==> src/rtl/rocc_arb_pkg.sv <==
// Shared types and constants for the RoCC accelerator arbiter.
// The optional ROCC_ARB_PERF_EN build adds performance counters to the top level.
package rocc_arb_pkg;

    localparam int ROCC_XLEN = 64;

    localparam logic [6:0] OPC_CUSTOM0 = 7'h0B;
    localparam logic [6:0] OPC_CUSTOM1 = 7'h2B;
    localparam logic [6:0] OPC_CUSTOM2 = 7'h5B;
    localparam logic [6:0] OPC_CUSTOM3 = 7'h7B;

    // funct value that acknowledges a pending bad-command interrupt
    localparam logic [6:0] FUNCT_CLEAR_BAD = 7'h7F;

    typedef struct packed {
        logic [6:0]           funct;
        logic [4:0]           rs2;
        logic [4:0]           rs1;
        logic                 xd;
        logic                 xs1;
        logic                 xs2;
        logic [4:0]           rd;
        logic [6:0]           opcode;
        logic [ROCC_XLEN-1:0] rs1_data;
        logic [ROCC_XLEN-1:0] rs2_data;
    } rocc_cmd_t;

    // custom0..custom3 differ only in opcode bits [6:5]
    function automatic logic [1:0] cmd_target(input logic [6:0] opcode);
        return opcode[6:5];
    endfunction

endpackage

==> src/rtl/rocc_accel_arbiter_rr.sv <==
// Round-robin selector with grant lock, used to pick which response goes to the core.
// Part of rocc_accel_arbiter (optional macro ROCC_ARB_PERF_EN does not affect this file).
module rocc_rr_arbiter #(
    parameter  int N  = 5,
    localparam int IW = (N > 1) ? $clog2(N) : 1
) (
    input  logic          clock,
    input  logic          reset,
    input  logic [N-1:0]  req,
    input  logic          ready,
    output logic          gnt_valid,
    output logic [IW-1:0] gnt_idx
);

    logic [IW-1:0] ptr_q, ptr_d;
    logic [IW-1:0] lock_idx_q, lock_idx_d;
    logic          lock_q, lock_d;
    logic [IW-1:0] search_idx_s;
    logic [IW-1:0] cand_idx_s;
    logic          search_hit_s;

    // Find the first requester at or after the pointer, wrapping around
    always_comb begin
        search_idx_s = {IW{1'b0}};
        search_hit_s = 1'b0;
        cand_idx_s   = {IW{1'b0}};
        for (int k = 0; k < N; k++) begin
            cand_idx_s   = (int'(ptr_q) + k >= N) ? IW'(int'(ptr_q) + k - N) : IW'(int'(ptr_q) + k);
            search_idx_s = (!search_hit_s && req[cand_idx_s]) ? cand_idx_s : search_idx_s;
            search_hit_s = search_hit_s | req[cand_idx_s];
        end
    end

    // A stalled grant stays put so the presented response cannot change under the core
    always_comb begin
        if (lock_q) begin
            gnt_idx   = lock_idx_q;
            gnt_valid = req[lock_idx_q];
        end else begin
            gnt_idx   = search_idx_s;
            gnt_valid = search_hit_s;
        end
    end

    // Next pointer and lock state
    always_comb begin
        lock_d     = gnt_valid && !ready;
        lock_idx_d = gnt_idx;
        if (gnt_valid && ready) begin
            ptr_d = (int'(gnt_idx) == N - 1) ? {IW{1'b0}} : gnt_idx + IW'(1);
        end else begin
            ptr_d = ptr_q;
        end
    end

    // Arbiter state registers
    always_ff @(posedge clock or negedge reset) begin
        if (!reset) begin
            ptr_q      <= {IW{1'b0}};
            lock_q     <= 1'b0;
            lock_idx_q <= {IW{1'b0}};
        end else begin
            ptr_q      <= ptr_d;
            lock_q     <= lock_d;
            lock_idx_q <= lock_idx_d;
        end
    end

endmodule

==> src/rtl/rocc_accel_arbiter.sv <==
// RoCC command router / response arbiter between one core and up to four accelerators.
// Define ROCC_ARB_PERF_EN to add perf_issued / perf_stall counter outputs.
module rocc_accel_arbiter
    import rocc_arb_pkg::*;
#(
    parameter int NUM_ACCEL = 4,
    parameter int XLEN      = ROCC_XLEN
) (
    input  logic                      clock,
    input  logic                      reset,
    input  logic                      core_cmd_valid,
    output logic                      core_cmd_ready,
    input  rocc_cmd_t                 core_cmd_bits,
    output logic [NUM_ACCEL-1:0]      acc_cmd_valid,
    input  logic [NUM_ACCEL-1:0]      acc_cmd_ready,
    output rocc_cmd_t                 acc_cmd_bits,
    input  logic [NUM_ACCEL-1:0]      acc_resp_valid,
    output logic [NUM_ACCEL-1:0]      acc_resp_ready,
    input  logic [5*NUM_ACCEL-1:0]    acc_resp_rd,
    input  logic [XLEN*NUM_ACCEL-1:0] acc_resp_data,
    output logic                      core_resp_valid,
    input  logic                      core_resp_ready,
    output logic [4:0]                core_resp_rd,
    output logic [XLEN-1:0]           core_resp_data,
    input  logic [NUM_ACCEL-1:0]      acc_busy,
    input  logic [NUM_ACCEL-1:0]      acc_interrupt,
    output logic                      core_busy,
    output logic                      core_interrupt
`ifdef ROCC_ARB_PERF_EN
    ,
    output logic [32*NUM_ACCEL-1:0]   perf_issued,
    output logic [31:0]               perf_stall
`endif
);

    // Index NUM_ACCEL in the response arbiter is the internal (bad command) source
    localparam int NS = NUM_ACCEL + 1;
    localparam int IW = (NS > 1) ? $clog2(NS) : 1;

    rocc_cmd_t     cmd_q_q, cmd_q_d;
    logic          cmd_q_valid_q, cmd_q_valid_d;
    logic [2:0]    cnt_q [NUM_ACCEL];
    logic [2:0]    cnt_d [NUM_ACCEL];
    logic          int_valid_q, int_valid_d;
    logic [4:0]    int_rd_q, int_rd_d;
    logic          bad_cmd_q, bad_cmd_d;

    logic [1:0]    tgt_s;
    logic          mapped_s, cnt_full_s, tgt_ready_s;
    logic          issue_ok_s, issue_hs_s, unmapped_take_s, deq_s;
    logic          cnt_any_s, int_hs_s;
    logic          gnt_valid_s;
    logic [IW-1:0] gnt_idx_s;
    logic          resp_ready_s;

    // Target decode and issue / drain conditions for the queued command
    always_comb begin
        tgt_s       = cmd_target(cmd_q_q.opcode);
        mapped_s    = 1'b0;
        cnt_full_s  = 1'b0;
        tgt_ready_s = 1'b0;
        for (int i = 0; i < NUM_ACCEL; i++) begin
            mapped_s    = mapped_s | (int'(tgt_s) == i);
            cnt_full_s  = cnt_full_s | ((int'(tgt_s) == i) && (cnt_q[i] == 3'd7));
            tgt_ready_s = tgt_ready_s | ((int'(tgt_s) == i) && acc_cmd_ready[i]);
        end
        issue_ok_s      = cmd_q_valid_q && mapped_s && !(cmd_q_q.xd && cnt_full_s);
        issue_hs_s      = issue_ok_s && tgt_ready_s;
        // an unmapped xd command needs the internal response slot free
        unmapped_take_s = cmd_q_valid_q && !mapped_s && !(cmd_q_q.xd && int_valid_q);
        deq_s           = issue_hs_s || unmapped_take_s;
        core_cmd_ready  = !cmd_q_valid_q || deq_s;
        acc_cmd_bits    = cmd_q_q;
        for (int i = 0; i < NUM_ACCEL; i++) begin
            acc_cmd_valid[i] = issue_ok_s && (int'(tgt_s) == i);
        end
    end

    // Response path is gated by reset so nothing looks valid while reset is low
    assign resp_ready_s = core_resp_ready && reset;

    rocc_rr_arbiter #(.N(NS)) u_rr (
        .clock     (clock),
        .reset     (reset),
        .req       ({int_valid_q, acc_resp_valid}),
        .ready     (resp_ready_s),
        .gnt_valid (gnt_valid_s),
        .gnt_idx   (gnt_idx_s)
    );

    // Response mux, per-accelerator ready, busy and interrupt summaries
    always_comb begin
        core_resp_valid = gnt_valid_s && reset;
        core_resp_rd    = int_rd_q;
        core_resp_data  = {XLEN{1'b1}};
        cnt_any_s       = 1'b0;
        for (int i = 0; i < NUM_ACCEL; i++) begin
            core_resp_rd      = (gnt_idx_s == IW'(i)) ? acc_resp_rd[5*i +: 5] : core_resp_rd;
            core_resp_data    = (gnt_idx_s == IW'(i)) ? acc_resp_data[XLEN*i +: XLEN] : core_resp_data;
            acc_resp_ready[i] = resp_ready_s && gnt_valid_s && (gnt_idx_s == IW'(i));
            cnt_any_s         = cnt_any_s | (cnt_q[i] != 3'd0);
        end
        int_hs_s       = resp_ready_s && gnt_valid_s && (gnt_idx_s == IW'(NUM_ACCEL));
        core_busy      = cmd_q_valid_q | (|acc_busy) | cnt_any_s | int_valid_q;
        core_interrupt = (|acc_interrupt) | bad_cmd_q;
    end

    // Next-state for the command slot, outstanding counters and internal response
    always_comb begin
        if (core_cmd_valid && core_cmd_ready) begin
            cmd_q_d       = core_cmd_bits;
            cmd_q_valid_d = 1'b1;
        end else if (deq_s) begin
            cmd_q_d       = cmd_q_q;
            cmd_q_valid_d = 1'b0;
        end else begin
            cmd_q_d       = cmd_q_q;
            cmd_q_valid_d = cmd_q_valid_q;
        end

        for (int i = 0; i < NUM_ACCEL; i++) begin
            // a response with nothing outstanding is ignored rather than wrapping the counter
            case ({issue_hs_s && cmd_q_q.xd && (int'(tgt_s) == i),
                   acc_resp_valid[i] && acc_resp_ready[i] && (cnt_q[i] != 3'd0)})
                2'b10:   cnt_d[i] = cnt_q[i] + 3'd1;
                2'b01:   cnt_d[i] = cnt_q[i] - 3'd1;
                default: cnt_d[i] = cnt_q[i];
            endcase
        end

        if (unmapped_take_s && cmd_q_q.xd) begin
            int_valid_d = 1'b1;
            int_rd_d    = cmd_q_q.rd;
        end else if (int_hs_s) begin
            int_valid_d = 1'b0;
            int_rd_d    = int_rd_q;
        end else begin
            int_valid_d = int_valid_q;
            int_rd_d    = int_rd_q;
        end

        if (unmapped_take_s && (cmd_q_q.funct == FUNCT_CLEAR_BAD)) begin
            bad_cmd_d = 1'b0;
        end else if (unmapped_take_s && cmd_q_q.xd) begin
            bad_cmd_d = 1'b1;
        end else begin
            bad_cmd_d = bad_cmd_q;
        end
    end

    // Control and datapath state registers
    always_ff @(posedge clock or negedge reset) begin
        if (!reset) begin
            cmd_q_q       <= '0;
            cmd_q_valid_q <= 1'b0;
            int_valid_q   <= 1'b0;
            int_rd_q      <= 5'd0;
            bad_cmd_q     <= 1'b0;
            for (int i = 0; i < NUM_ACCEL; i++) begin
                cnt_q[i] <= 3'd0;
            end
        end else begin
            cmd_q_q       <= cmd_q_d;
            cmd_q_valid_q <= cmd_q_valid_d;
            int_valid_q   <= int_valid_d;
            int_rd_q      <= int_rd_d;
            bad_cmd_q     <= bad_cmd_d;
            for (int i = 0; i < NUM_ACCEL; i++) begin
                cnt_q[i] <= cnt_d[i];
            end
        end
    end

`ifdef ROCC_ARB_PERF_EN
    logic [31:0] perf_issued_q [NUM_ACCEL];
    logic [31:0] perf_issued_d [NUM_ACCEL];
    logic [31:0] perf_stall_q, perf_stall_d;

    // Issue and stall counters, free-running with natural wrap
    always_comb begin
        for (int i = 0; i < NUM_ACCEL; i++) begin
            perf_issued_d[i]        = perf_issued_q[i] + ((issue_hs_s && (int'(tgt_s) == i)) ? 32'd1 : 32'd0);
            perf_issued[32*i +: 32] = perf_issued_q[i];
        end
        perf_stall_d = perf_stall_q + ((cmd_q_valid_q && !issue_hs_s) ? 32'd1 : 32'd0);
        perf_stall   = perf_stall_q;
    end

    // Performance counter registers
    always_ff @(posedge clock or negedge reset) begin
        if (!reset) begin
            perf_stall_q <= 32'd0;
            for (int i = 0; i < NUM_ACCEL; i++) begin
                perf_issued_q[i] <= 32'd0;
            end
        end else begin
            perf_stall_q <= perf_stall_d;
            for (int i = 0; i < NUM_ACCEL; i++) begin
                perf_issued_q[i] <= perf_issued_d[i];
            end
        end
    end
`endif

endmodule
==> config.mk <==
export PLATFORM = sky130hd
export DESIGN_NAME = rocc_accel_arbiter
export DESIGN_NICKNAME = d
export VERILOG_FILES = /design/src/rtl/rocc_arb_pkg.sv /design/src/rtl/rocc_accel_arbiter_rr.sv /design/src/rtl/rocc_accel_arbiter.sv
export SDC_FILE = /design/constraint.sdc
export NUM_CORES = 1
export LEC_CHECK = 0
export ABC_AREA = 1
export ABC_CLOCK_PERIOD_IN_PS = 13930
export BUFFER_PORTS_ARGS = -buffer_cell sky130_fd_sc_hd__buf_4
export CAP_MARGIN = 10
export CORE_AREA = 2 2 273 275
export CTS_CLUSTER_SIZE = 24
export DETAILED_ROUTE_END_ITERATION = 10
export DIE_AREA = 0 0 275 277
export SYNTH_ARGS = -nofsm -noshare
export SYNTH_HDL_FRONTEND = slang
export SYNTH_SLANG_ARGS = --single-unit
==> constraint.sdc <==
create_clock -name clock -period 13.93 [get_ports clock]
set_input_delay 1.393 -clock clock [delete_from_list [all_inputs] [get_ports clock]]
set_output_delay 1.393 -clock clock [all_outputs]
set_load 0.01 [all_outputs]
==> flow_results.org, run 1 <==
** Power
- Power share of the combinational group :: 76.8%
- Summed over all cells, the static leakage comes to 9.62 nW.
- Switching pwr :: 3.55 mW
- Cell-internal power :: 3.07 mW
- Power per standard cell area :: 367 nW/um2
- Of the total power, the share spent switching nets is 53.6%.
- Across the VDD grid, the largest voltage drop is 0.357 mV.
- Proportion of power drawn by flip-flops and latches :: 14.6%
- Clk pwr share :: 8.6%

** Clocking
- The later pin in the worst-skew pair is clocked with a latency of 0.50 ns.
- TritonCTS clock tree :: done
- Number of buffers inserted by post-CTS setup repair :: 0
- Number of sinks handled by clock tree synthesis :: 187
- Clock buffer depth :: 2
- Root Buffer :: sky130_fd_sc_hd__clkbuf_16
- Clock transition at the registers of the reported paths :: 0.09 ns
- Number of buffers added to fix hold violations after cts :: 0
- Cts bufs inserted :: 17
- Once the clock tree was built, the resizer swapped 0 gates to a different size.
- H-tree level count :: 4

** Logic synthesis
- Counting flops with a built-in enable in the synthesized netlist gives 0.
- The commonest cells after synthesis are sky130_fd_sc_hd__nand2_1 (620), sky130_fd_sc_hd__nand3_1 (242), sky130_fd_sc_hd__dfrtp_1 (187).
- The number of nets handed over by synthesis was 2089.
- Share of the yosys chip area belonging to registers :: 41.5%
- Total number of yosys warnings :: 0
- The biggest area contributor in the post-synthesis netlist is sky130_fd_sc_hd__dfrtp_1.
- In this run the cell area of the synthesized design comes to 11300 um2.
- Among all flip-flop cells after synthesis, the most frequent one is sky130_fd_sc_hd__dfrtp_1.
- In this run the biggest area consumer among cell types represents 41.5% of the synthesized area.
- After synthesis, the cell types taking the most area are sky130_fd_sc_hd__dfrtp_1 (42%), sky130_fd_sc_hd__nand2_1 (21%), sky130_fd_sc_hd__nand3_1 (11%), sky130_fd_sc_hd__nor2_1 (5.2%), sky130_fd_sc_hd__o21ai_1 (3.5%).
- Among all cell types in the netlist, the one instantiated most often is sky130_fd_sc_hd__nand2_1.
- Number of storage elements in the synthesis netlist :: 187
- A synthesized cell averages 6.98 um2.
- Yosys mapped the design onto 39 distinct sky130hd cell types.
- The cell count after synthesis came out at 1615.
- After synthesis, the share of flip-flops with an asynchronous set or reset is 100%.

** Die
- Once the floorplan was initialized, standard cells occupied 15.3% of the core.
- FP Rows :: 100
- Die H :: 277 um
- Measured along the x axis, the die boundary spans 275 um.
- 697 I/O pins were placed.
- Area of the core :: 73600 um2
- Area of the die :: 76200 um2

** Timing
- Between clock sinks in the finished design, the worst skew comes to 0.0268 ns.
- Hold Vio Cnt, Final :: 0
- Actual slew at the worst max-slew pin :: 0.992 ns
- Clock period minus worst slack :: 7.00 ns
- Final max-slew violation count :: 0
- Fmax :: 0.143 GHz
- Worst path setup slack after routing :: 6.93 ns
- Final worst-path cycle share :: 50.3%
- Hold slack final :: 0.382 ns
- Measured against its own limit, the worst slew margin works out to 33.9%.
- Final setup TNS :: 0 ns
- Total setup violations reported at the end of the flow :: 0
- Setup repair after global routing missed its margin :: no

** Finish
- At the end of the flow the core is filled with cells to 24.6%.
- Share of final-layout standard cells stronger than drive strength 1 :: 35.6%
- Area occupied by multi-input gates :: 5870 um2
- Count of filler cells inserted in the layout :: 8177
- Signed area change from the synthesized netlist to the final layout :: 60.4%
- Final Net Count :: 2712
- Registers take 4680 um2.

** Min path
- The worst hold path passes through 0 cells.
- WHS Endpoint :: int_rd_q[3]$_DFFE_PN0P_
- Type of the most critical hold path :: reg -> reg
- Hold path startpoint :: int_rd_q[3]$_DFFE_PN0P_

** Route
- For this run, design rule violations remaining after detail routing come to 0.
- The count of nets left with antenna violations once routing finished came out at 0.
- First-pass iteration count of the detailed router :: 5
- Using the TritonRoute via totals, the vias-per-cell ratio works out to 4.07.
- For this block, the routed nets add up to 51.9 mm of wire.
- The first routing iteration left 609 violations.
- Routed via count :: 13100
- Wirelength per Cell :: 16.1 um

** Placed design
- Detailed placer's ending HPWL :: 39.9 mm
- Weighted congestion reported at the end of routability-driven placement :: 0.866
- At the placement stage, the worst setup path has a slack of 7.50 ns.
- Input and output buffers added on the ports amount to 696.

** Critical path
- Launching element type of the critical path :: register
- The setup check on the worst reg-to-reg path leaves a slack of 8.03 ns.
- On the critical path the largest part of the delay comes from buffers and inverters.
- The worst register-to-register path ends at cnt_q[5]$_DFFE_PN0P_.
- Reg2Reg Launch Point :: u_rr.ptr_q[0]$_DFFE_PN0N_
- The worst register-to-register path has a depth of 27.
- STA classifies the critical path endpoint as an output port.
- The largest single stage delay on the critical path is 0.61 ns.
- Crit-path most repeated cell :: sky130_fd_sc_hd__nand2_1
- Number of logic stages on the critical path including buffering :: 25
- In this run the worst path has a maximum fanout of 67.
- For the worst setup path, the data arrival time is 5.61 ns.
- The slowest stage of the critical path belongs to the cell sky130_fd_sc_hd__buf_4.
- Start-to-end type of the worst setup path :: reg -> out
- The critical path contains buffers and inverters numbering 7 combined.
- For the worst setup path, the data required time is 12.54 ns.

** Global route
- Entering global routing, the biggest net connects 152 pins.
- Global routing used 13.2% of the available tracks.
- GR Overflow Total :: 0
- The via count of the first global-routing pass came to 13100.
- The number of antenna violations at the first check in global routing came to 2.
- Wire length of the first global-routing pass :: 77.5 mm

** Status
- Outcome :: finished, final reports clean

** Run
- Across the run, the number of max-cap violations was 0.
## cell type report
type                       instances  share of cell area (%)
multi-input combinational       1243                    32.5
timing repair buffer             708                    29.5
sequential                       187                    25.9
tap                              969                    6.71
clock buffer                      17                    2.35
inverter                          81                    1.68
clock inverter                    15                    1.35
antenna                            1                  0.0138
## placed cells by master (no fill, tap or decap), types with 16 or more instances in the layout
master | synthesis | routed
sky130_fd_sc_hd__nand2_1 | 620 | 616
sky130_fd_sc_hd__buf_4 | 6 | 706
sky130_fd_sc_hd__nand3_2 | 17 | 16
sky130_fd_sc_hd__o211ai_2 | 19 | 19
sky130_fd_sc_hd__o21ai_1 | 79 | 79
sky130_fd_sc_hd__dfrtp_1 | 187 | 187
sky130_fd_sc_hd__o21ai_0 | 19 | 19
sky130_fd_sc_hd__nor2_1 | 156 | 156
sky130_fd_sc_hd__inv_1 | 73 | 73
sky130_fd_sc_hd__clkbuf_16 | 0 | 17
sky130_fd_sc_hd__nand3_1 | 242 | 242
## how the worst max path moves through the flow
| stage | from | end |
|---|---|---|
| detailed placement | u_rr.ptr_q[0]$_DFFE_PN0N_ | core_resp_data[63] |
| global placement | u_rr.ptr_q[0]$_DFFE_PN0N_ | core_resp_data[63] |
| finish | u_rr.ptr_q[0]$_DFFE_PN0N_ | core_resp_data[35] |
| CTS | u_rr.ptr_q[0]$_DFFE_PN0N_ | core_resp_data[63] |
| global route | u_rr.ptr_q[0]$_DFFE_PN0N_ | core_resp_data[35] |
| floorplan | u_rr.ptr_q[0]$_DFFE_PN0N_ | core_resp_data[10] |
## per-stage QoR
stage	instances	total power [mW]	area, um2
2_1_floorplan	1615	3.93	11300
3_3_place_gp	3188	6.05	17400
3_5_place_dp	3188	6.06	17400
4_1_cts	3220	6.67	18100
5_1_grt	3220	7.23	18100
6_report	3221	6.63	18100
## state kept, by name, summed over array words and instances (netlist names)
name	flops
acc_cmd_bits	160
bad_cmd_q	1
cmd_q_valid_q	1
cnt_q	12
int_rd_q	5
int_valid_q	1
u_rr.lock_idx_q	3
u_rr.lock_q	1
u_rr.ptr_q	3
## cells by family (layout without fill, tap and decap cells)
group	after synthesis	after routing	synth area share, %
XOR/XNOR	10	10	0.844
adder cells (fa/ha/maj)	18	18	2.33
other	0	1	0
AO/OA/AOI/OAI	141	141	7.95
AND/OR/NAND/NOR	1074	1074	40.6
flip-flops	187	187	41.5
buffers and inverters	185	821	6.73
## power by group through the flow
stage / sequential [mW] / combinational (mW) / clock [mW]
finish: 0.968 / 5.09 / 0.571
floorplan: 1.04 / 2.88 / 0
global route: 1.00 / 5.62 / 0.615
CTS: 0.969 / 5.10 / 0.602
global placement: 0.969 / 5.08 / 0
detailed placement: 0.969 / 5.09 / 0
## layer usage
layer  wire length (um)  track usage (%)
met4               1810             5.78
met2              24100             21.4
met5                 16                0
met3               4840             4.06
met1              21100             16.0
(Power assumes the default switching activity.)
==> inputs of run 2 (changes only) <==
--- a/config.mk
+++ b/config.mk
@@ -6,13 +6,13 @@
 export NUM_CORES = 1
 export LEC_CHECK = 0
 export ABC_AREA = 1
-export ABC_CLOCK_PERIOD_IN_PS = 13930
+export ABC_CLOCK_PERIOD_IN_PS = 7330
 export BUFFER_PORTS_ARGS = -buffer_cell sky130_fd_sc_hd__buf_4
 export CAP_MARGIN = 10
-export CORE_AREA = 2 2 273 275
+export CORE_AREA = 2 2 268 270
 export CTS_CLUSTER_SIZE = 24
 export DETAILED_ROUTE_END_ITERATION = 10
-export DIE_AREA = 0 0 275 277
+export DIE_AREA = 0 0 270 272
 export SYNTH_ARGS = -nofsm -noshare
 export SYNTH_HDL_FRONTEND = slang
 export SYNTH_SLANG_ARGS = --single-unit
==> constraint.sdc (replaced) <==
create_clock -name clock -period 7.33 [get_ports clock]
set_input_delay 0.733 -clock clock [delete_from_list [all_inputs] [get_ports clock]]
set_output_delay 0.733 -clock clock [all_outputs]
set_load 0.01 [all_outputs]
==> run 2 against run 1 <==
  * Core utilization is 1.0 points higher
  * Sequential share of layout area hardly changed
  * Setup slack worse by 5.5 ns
  * Final area is 0.13% higher
  * Cell count is 0.37% lower
  * Hold slack worse by 0.28 ns
  * Total power is 90% higher
  * Clock power is 89% higher
  * Wire length is 0.56% higher
  * Critical endpoint is now core_resp_data[61]
==> flow_results.org, run 2 (synthesized netlist as in run 1, its figures left out) <==
** Finish
- Most common library cell in the layout ignoring fill and taps :: sky130_fd_sc_hd__buf_4
- Signed area change from the synthesized netlist to the final layout :: 60.6%
- Once layout is complete, the cells apart from fillers number 3209.
- The repair_antennas step left the layout with diodes totalling 0.
- Summing all non-filler instances in the final layout gives an area of 18100 um2.
- Largest register FFs :: 160
- Leaving out fill and tap cells, the most frequent cells in the layout are sky130_fd_sc_hd__buf_4 (714), sky130_fd_sc_hd__nand2_1 (616), sky130_fd_sc_hd__nand3_1 (242).
- Count of filler cells inserted in the layout :: 7889
- Share of final-layout standard cells stronger than drive strength 1 :: 35.8%
- In the final design database the tool counted 2720 nets.

** Power
- Switching pwr :: 6.70 mW
- Of the total power, the clock network draws 8.5%.
- Lkg Pwr :: 9.66 nW
- The internal portion of the total power is 5.88 mW.
- Proportion of power drawn by flip-flops and latches :: 14.6%
- Switching portion of total power :: 53.3%
- For this design the ratio of total power to cell area is 695 nW/um2.
- Power share of the combinational group :: 76.8%
- IR analysis of the VDD net gives a maximum drop of 0.719 mV.

** Timing
- Worst Skew :: 0.0262 ns
- At the pin with the least slew margin, the transition time is 0.949 ns.
- Of the available clock period, the critical path in the final layout requires 80.1%.
- Worst path setup slack after routing :: 1.46 ns
- After layout, the minimum clock period comes to 5.87 ns.
- Hold slack final :: 0.0988 ns
- Final setup TNS :: 0 ns
- Setup repair after global routing left no endpoint under its margin.
- The max-slew violation total from the final report came to 0.
- Measured against its own limit, the worst slew margin works out to 36.7%.
- Total setup violations reported at the end of the flow :: 0
- Derived from the worst setup path, the maximum achievable clock frequency is 0.170 GHz.
- Hold Vio Cnt, Final :: 0

** Clocking
- Counting along the longest clock path gives a buffer depth of 2.
- Cts bufs inserted :: 17
- For this design, the sink count on the clock tree is 187.
- Number of buffers inserted by post-CTS setup repair :: 0
- Root Buffer :: sky130_fd_sc_hd__clkbuf_16
- TritonCTS clock tree :: done
- Clock latency on the worst-skew pair, taken at its later pin, is 0.50 ns.
- After clock tree synthesis, the clock-pin slew on the worst setup and hold paths is 0.10 ns.
- H-tree level count :: 4
- Post-cts repair resize count :: 0
- Buffers inserted to repair hold after CTS numbered 0.

** Placed design
- Placed Cells :: 3177
- Post-Place Setup Slack :: 2.04 ns
- After detailed placement, the total cell area comes to 17400 um2.
- Routability-driven placement finished with a final weighted congestion of 0.922.
- Once detailed placement completed, the half-perimeter wirelength came to 40.9 mm.
- Port buffering added 696 buffers.

** Global route
- The first global-routing pass estimated 78.1 mm of wire.
- The via count of the first global-routing pass is 12900.
- Entering global routing, the biggest net connects 163 pins.
- The number of antenna violations at the first check in global routing was 2.
- The total overflow left after global routing is 0.
- Across every metal layer, demand over resource in global routing totals 13.7%.

** Critical path
- Worst-path cell with the longest stage delay :: sky130_fd_sc_hd__dfrtp_1
- By startpoint and endpoint, the worst setup path is classified as reg -> out.
- In this run the worst path has a maximum fanout of 34.
- STA puts the critical path data arrival time at 5.14 ns.
- Crit-path most repeated cell :: sky130_fd_sc_hd__nand2_1
- The critical path goes through inv_2, ha_1, inv_1, fa_1, inv_1, nand2_1, nand2_1, nand2_1, nand2_1, nand3_1, nand3_1, nand2_1, nor2_1, nand3_1, nand3_1, a21oi_4, ha_2, inv_2, buf_4, nand2_1, o21ai_1, buf_4.
- STA classifies the critical path endpoint as an output port.
- Launching element type of the critical path :: register
- Largest delay share family, worst path :: buffers and inverters
- Required @ worst endpoint :: 6.60 ns
- The number of buffers and inverters on the critical path is 6.
- On the worst path, the slowest cell contributes a delay of 0.58 ns.

** Route
- Routed wire length :: 52.2 mm
- In the final routed layout, each cell accounts on average for 16.3 um.
- Summing over every cut layer, the via total after detailed routing is 13100.
- Number of design-rule violations left by the first detailed-router iteration :: 780
- The detail route stage leaves a number of antenna-violating nets equal to 0.
- First-pass iteration count of the detailed router :: 5
- DRC violation count after routing :: 0
- Using the TritonRoute via totals, the vias-per-cell ratio works out to 4.08.

** Die
- The floorplan step set the die width to 270 um.
- Area of the die :: 73400 um2
- FP Rows :: 98
- IO Pins :: 697
- Die H :: 272 um
- The core region is 70800 um2.
- The initial utilization of the core area, before any placement, comes to 15.9%.

** Min path
- Type of the most critical hold path :: in -> async

** Status
- Outcome :: finished, final reports clean

** Run
- Number of violations of the max-capacitance limit :: 0
[run 2: final timing paths]
check                      depth (start not counted)                 startpoint  slack [ns]                      endpoint
max in group asynchronous                          3                      reset        5.38          cnt_q[5]$_DFFE_PN0P_
min                                                1                      reset         0.1  acc_cmd_bits[15]$_DFFE_PN0P_
max                                               22  u_rr.ptr_q[0]$_DFFE_PN0N_        1.46            core_resp_data[61]
min reg2reg                                        0    int_rd_q[3]$_DFFE_PN0P_        0.38       int_rd_q[3]$_DFFE_PN0P_
min in group clock                                 0    int_rd_q[3]$_DFFE_PN0P_        0.38       int_rd_q[3]$_DFFE_PN0P_
max reg2reg                                       27  u_rr.ptr_q[0]$_DFFE_PN0N_        1.98         cnt_q[11]$_DFFE_PN0P_
[run 2: layer usage]
layer  GRT usage, %  wire [um]  up-vias
met5              0          0        -
met4           5.79       1760        0
met3           4.40       4320       71
met2           22.1      24400      549
met1           16.8      21600     6024
li1               -          -     6455
[run 2: area by class of cell]
type	count	area (um2)	area share [%]
repair buffers	716	5390	29.8
multi-input cells	1243	5860	32.4
clock inverters	15	244	1.35
well taps	950	1190	6.57
flip-flops and latches	187	4680	25.9
inverters	81	304	1.68
clock buffers	17	425	2.35
[run 2: power by group through the flow]
| stage | registers [mW] | clock network (mW) | logic, mW |
|---|---|---|---|
| 2_1_floorplan | 1.98 | 0 | 5.48 |
| 3_3_place_gp | 1.85 | 0 | 9.69 |
| 3_5_place_dp | 1.84 | 0 | 9.70 |
| 4_1_cts | 1.84 | 1.12 | 9.71 |
| 5_1_grt | 1.91 | 1.16 | 10.6 |
| 6_report | 1.84 | 1.08 | 9.66 |
[run 2: through the flow]
step / power (mW) / utilization [%]
after floorplan: 7.46 / -
after global placement: 11.5 / 24.6
after detailed placement: 11.5 / 24.6
after CTS: 12.7 / 25.6
after global routing: 13.7 / 25.6
final: 12.6 / 25.6
==> inputs of run 3 (changes only) <==
--- a/config.mk
+++ b/config.mk
@@ -6,7 +6,7 @@
 export NUM_CORES = 1
 export LEC_CHECK = 0
 export ABC_AREA = 1
-export ABC_CLOCK_PERIOD_IN_PS = 7330
+export ABC_CLOCK_PERIOD_IN_PS = 6100
 export BUFFER_PORTS_ARGS = -buffer_cell sky130_fd_sc_hd__buf_4
 export CAP_MARGIN = 10
 export CORE_AREA = 2 2 268 270
==> constraint.sdc (replaced) <==
create_clock -name clock -period 6.1 [get_ports clock]
set_input_delay 0.61 -clock clock [delete_from_list [all_inputs] [get_ports clock]]
set_output_delay 0.61 -clock clock [all_outputs]
set_load 0.01 [all_outputs]
==> run 3 against run 2 <==
  * Combinational power increased by 21%
  * Total power grew 21%
  * Hold slack worse by 0.045 ns
  * Wire length increased by 0.87%
  * Final area is essentially flat
  * Sequential power rose by 21%
  * Clock power is 16% higher
  * Critical endpoint unchanged
  * Clock skew is 0.0056 ns lower
  * Global-route usage is essentially flat
  * Clock-buffer cell count is the same
==> flow_results.org, run 3 (synthesized netlist as in run 1, its figures left out) <==
** Route
- Wirelength per Cell :: 16.4 um
- The routed layout has 13200 vias.
- After the first detailed-routing iteration, the DRC count stood at 622.
- The first TritonRoute pass finished after 5 iterations.
- In the routed design, unresolved DRC markers number 0.
- Wires add up to 52.6 mm.
- Via density :: 4.11
- Antenna-violating nets left :: 0

** Critical path
- Crit-path most repeated cell :: sky130_fd_sc_hd__nand2_1
- Required @ worst endpoint :: 5.49 ns
- The worst setup path is launched from a register.
- Kind of end point of the critical path :: output port
- On the worst path, the slowest cell contributes a delay of 0.62 ns.
- WP data arrival :: 4.97 ns
- Worst-path cell with the longest stage delay :: sky130_fd_sc_hd__buf_4
- Start-to-end type of the worst setup path :: reg -> out
- Biggest fanout along the worst timing path :: 61
- Buf/Inv on CP :: 6
- Cell breakdown of the critical path :: inv_2, ha_1, inv_1, fa_1, inv_1, nand2_1, nand2_1, nand2_1, nand2_1, nand3_1, nand3_1, nand2_1, nor2_1, nand3_1, nand3_1, a21oi_4, ha_2, inv_2, buf_4, nand2_1, o21ai_1, buf_4
- Largest delay share family, worst path :: buffers and inverters

** Finish
- Summing all multi-input logic gate instances after layout gives 5860 um2.
- After the flow finishes, the layout carries non-filler instances totaling 3207.
- After routing the design area is 18100 um2.
- Final Net Count :: 2718
- The filler cells instantiated in the layout total 7860.
- Most frequent cells in the layout :: sky130_fd_sc_hd__buf_4 (710), sky130_fd_sc_hd__nand2_1 (616), sky130_fd_sc_hd__nand3_1 (242)
- The number of antenna diodes in the final layout is 0.
- Compared with the post-synthesis result, the final layout area differs by 60.5%.
- Leaving out fill and tap cells, the most frequent cell in the layout is sky130_fd_sc_hd__buf_4.
- Final core utilization :: 25.6%
- In the final layout, the share of cells above drive strength 1 is 35.8%.
- In the final layout, flip-flops and latches occupy 4680 um2.
- The register with the most flip-flops in the layout has 160 of them.

** Die
- FP Rows :: 98
- The initial utilization of the core area, before any placement, comes to 15.9%.
- Die H :: 272 um
- IO Pins :: 697
- Area of the core :: 70800 um2
- The die covers 73400 um2.
- The die is 270 um wide.

** Global route
- In the global route stage, overall resource usage came out at 13.7%.
- GR Overflow Total :: 0
- After global routing, the most crowded layer is met2.
- GRT met3 Usage :: 3.90%
- The via count of the first global-routing pass was 13000.
- The first global-routing pass estimated 78.2 mm of wire.
- Entering global routing, the biggest net connects 108 pins.
- Met1 Usage GRT :: 16.7%
- The number of antenna violations at the first check in global routing is 1.
- Met2 Use GR :: 23.4%

** Clocking
- Root Buffer :: sky130_fd_sc_hd__clkbuf_16
- Clock buffer depth :: 2
- Number of sinks handled by clock tree synthesis :: 187
- Number of buffers inserted by post-CTS setup repair :: 0
- After clock tree synthesis, the clock-pin slew on the worst setup and hold paths is 0.09 ns.
- H-tree level count :: 4
- Once the clock tree was built, the resizer swapped 0 gates to a different size.
- Buffers inserted during clock tree synthesis total 17.
- Number of buffers added to fix hold violations after cts :: 0
- TritonCTS built the clock tree.
- For the worst-skew pair, the clock arrives at the later sink with an insertion delay of 0.48 ns.

** Power
- Power per standard cell area :: 840 nW/um2
- Clk pwr share :: 8.2%
- Switching pwr :: 8.13 mW
- Lkg Pwr :: 9.65 nW
- Power consumption :: 15.2 mW
- The share of total power dissipated in sequential elements is 14.6%.
- The worst-case IR drop observed on VDD is 0.641 mV.
- Of the total power, the share spent switching nets is 53.5%.
- Power share of the combinational group :: 77.1%
- Cell-internal power :: 7.07 mW

** Placed design
- The number of placed instances, taps included, is 3175.
- OpenSTA, run right after detailed placement, puts the worst setup slack at 1.01 ns.
- Weighted congestion reported at the end of routability-driven placement :: 0.895
- Summing all placed instances gives a cell area of 17400 um2.
- Detailed placer's ending HPWL :: 41.2 mm
- Number of buffers inserted by port buffering :: 696

** Timing
- Worst Skew :: 0.0207 ns
- At the pin with the least slew margin, the transition time is 0.892 ns.
- Total setup violations reported at the end of the flow :: 0
- The hold violation total from the final report is 0.
- The routed design could run at a clock period as short as 5.58 ns.
- Setup total negative slack on the finished layout was measured at 0 ns.
- In the finished design, the share of the clock period the worst path needs comes to 91.5%.
- Derived from the worst setup path, the maximum achievable clock frequency is 0.179 GHz.
- Max-slew headroom :: 40.5%
- Setup repair after global routing left no endpoint under its margin.
- The max-slew violation total from the final report is 0.
- Worst path setup slack after routing :: 0.517 ns
- Across all hold checks on the routed design, the worst slack comes to 0.0533 ns.

** Min path
- Type of the most critical hold path :: in -> async

** Run
- Number of violations of the max-capacitance limit :: 0

** Status
- The run finished with clean final reports.
## run 3: changes by cell type in the layout (fill, tap and decap cells not counted), sizes merged
| cell | before | now |
|---|---|---|
| inv | 94 | 93 |
| clkinv | 2 | 3 |
| buf | 715 | 713 |
## run 3: worst paths after layout
path	from	to	slack (ns)	cells past startpoint
hold / removal	reset	acc_cmd_bits[34]$_DFFE_PN0P_	0.05	1
hold reg to reg	int_rd_q[3]$_DFFE_PN0P_	int_rd_q[3]$_DFFE_PN0P_	0.38	0
max in group asynchronous	reset	acc_cmd_bits[41]$_DFFE_PN0P_	4.99	2
min in group clock	core_resp_ready	u_rr.lock_q$_DFF_PN0_	0.34	2
setup reg to reg	u_rr.ptr_q[0]$_DFFE_PN0N_	cnt_q[11]$_DFFE_PN0P_	0.98	26
setup / recovery	u_rr.ptr_q[0]$_DFFE_PN0N_	core_resp_data[61]	0.52	22
## run 3: metal layers
layer,routed length (um),up-vias
li1,-,6445
met1,21900,6142
met2,25500,540
met3,3940,53
met4,1270,0
met5,0,-
## run 3: cell type report
class | count | share of cell area, %
Tap cell | 950 | 6.57
Inverter | 81 | 1.68
Clock inverter | 15 | 1.25
Clock buffer | 17 | 2.35
Sequential cell | 187 | 25.9
Multi-Input combinational cell | 1243 | 32.4
Timing Repair Buffer | 714 | 29.9
## run 3: power by group through the flow
stage | Combinational, mW | Sequential, mW | Clock [mW]
global route | 12.9 | 2.30 | 1.34
finish | 11.7 | 2.23 | 1.25
global placement | 11.7 | 2.22 | 0
CTS | 11.8 | 2.23 | 1.30
detailed placement | 11.8 | 2.22 | 0
floorplan | 6.58 | 2.39 | 0
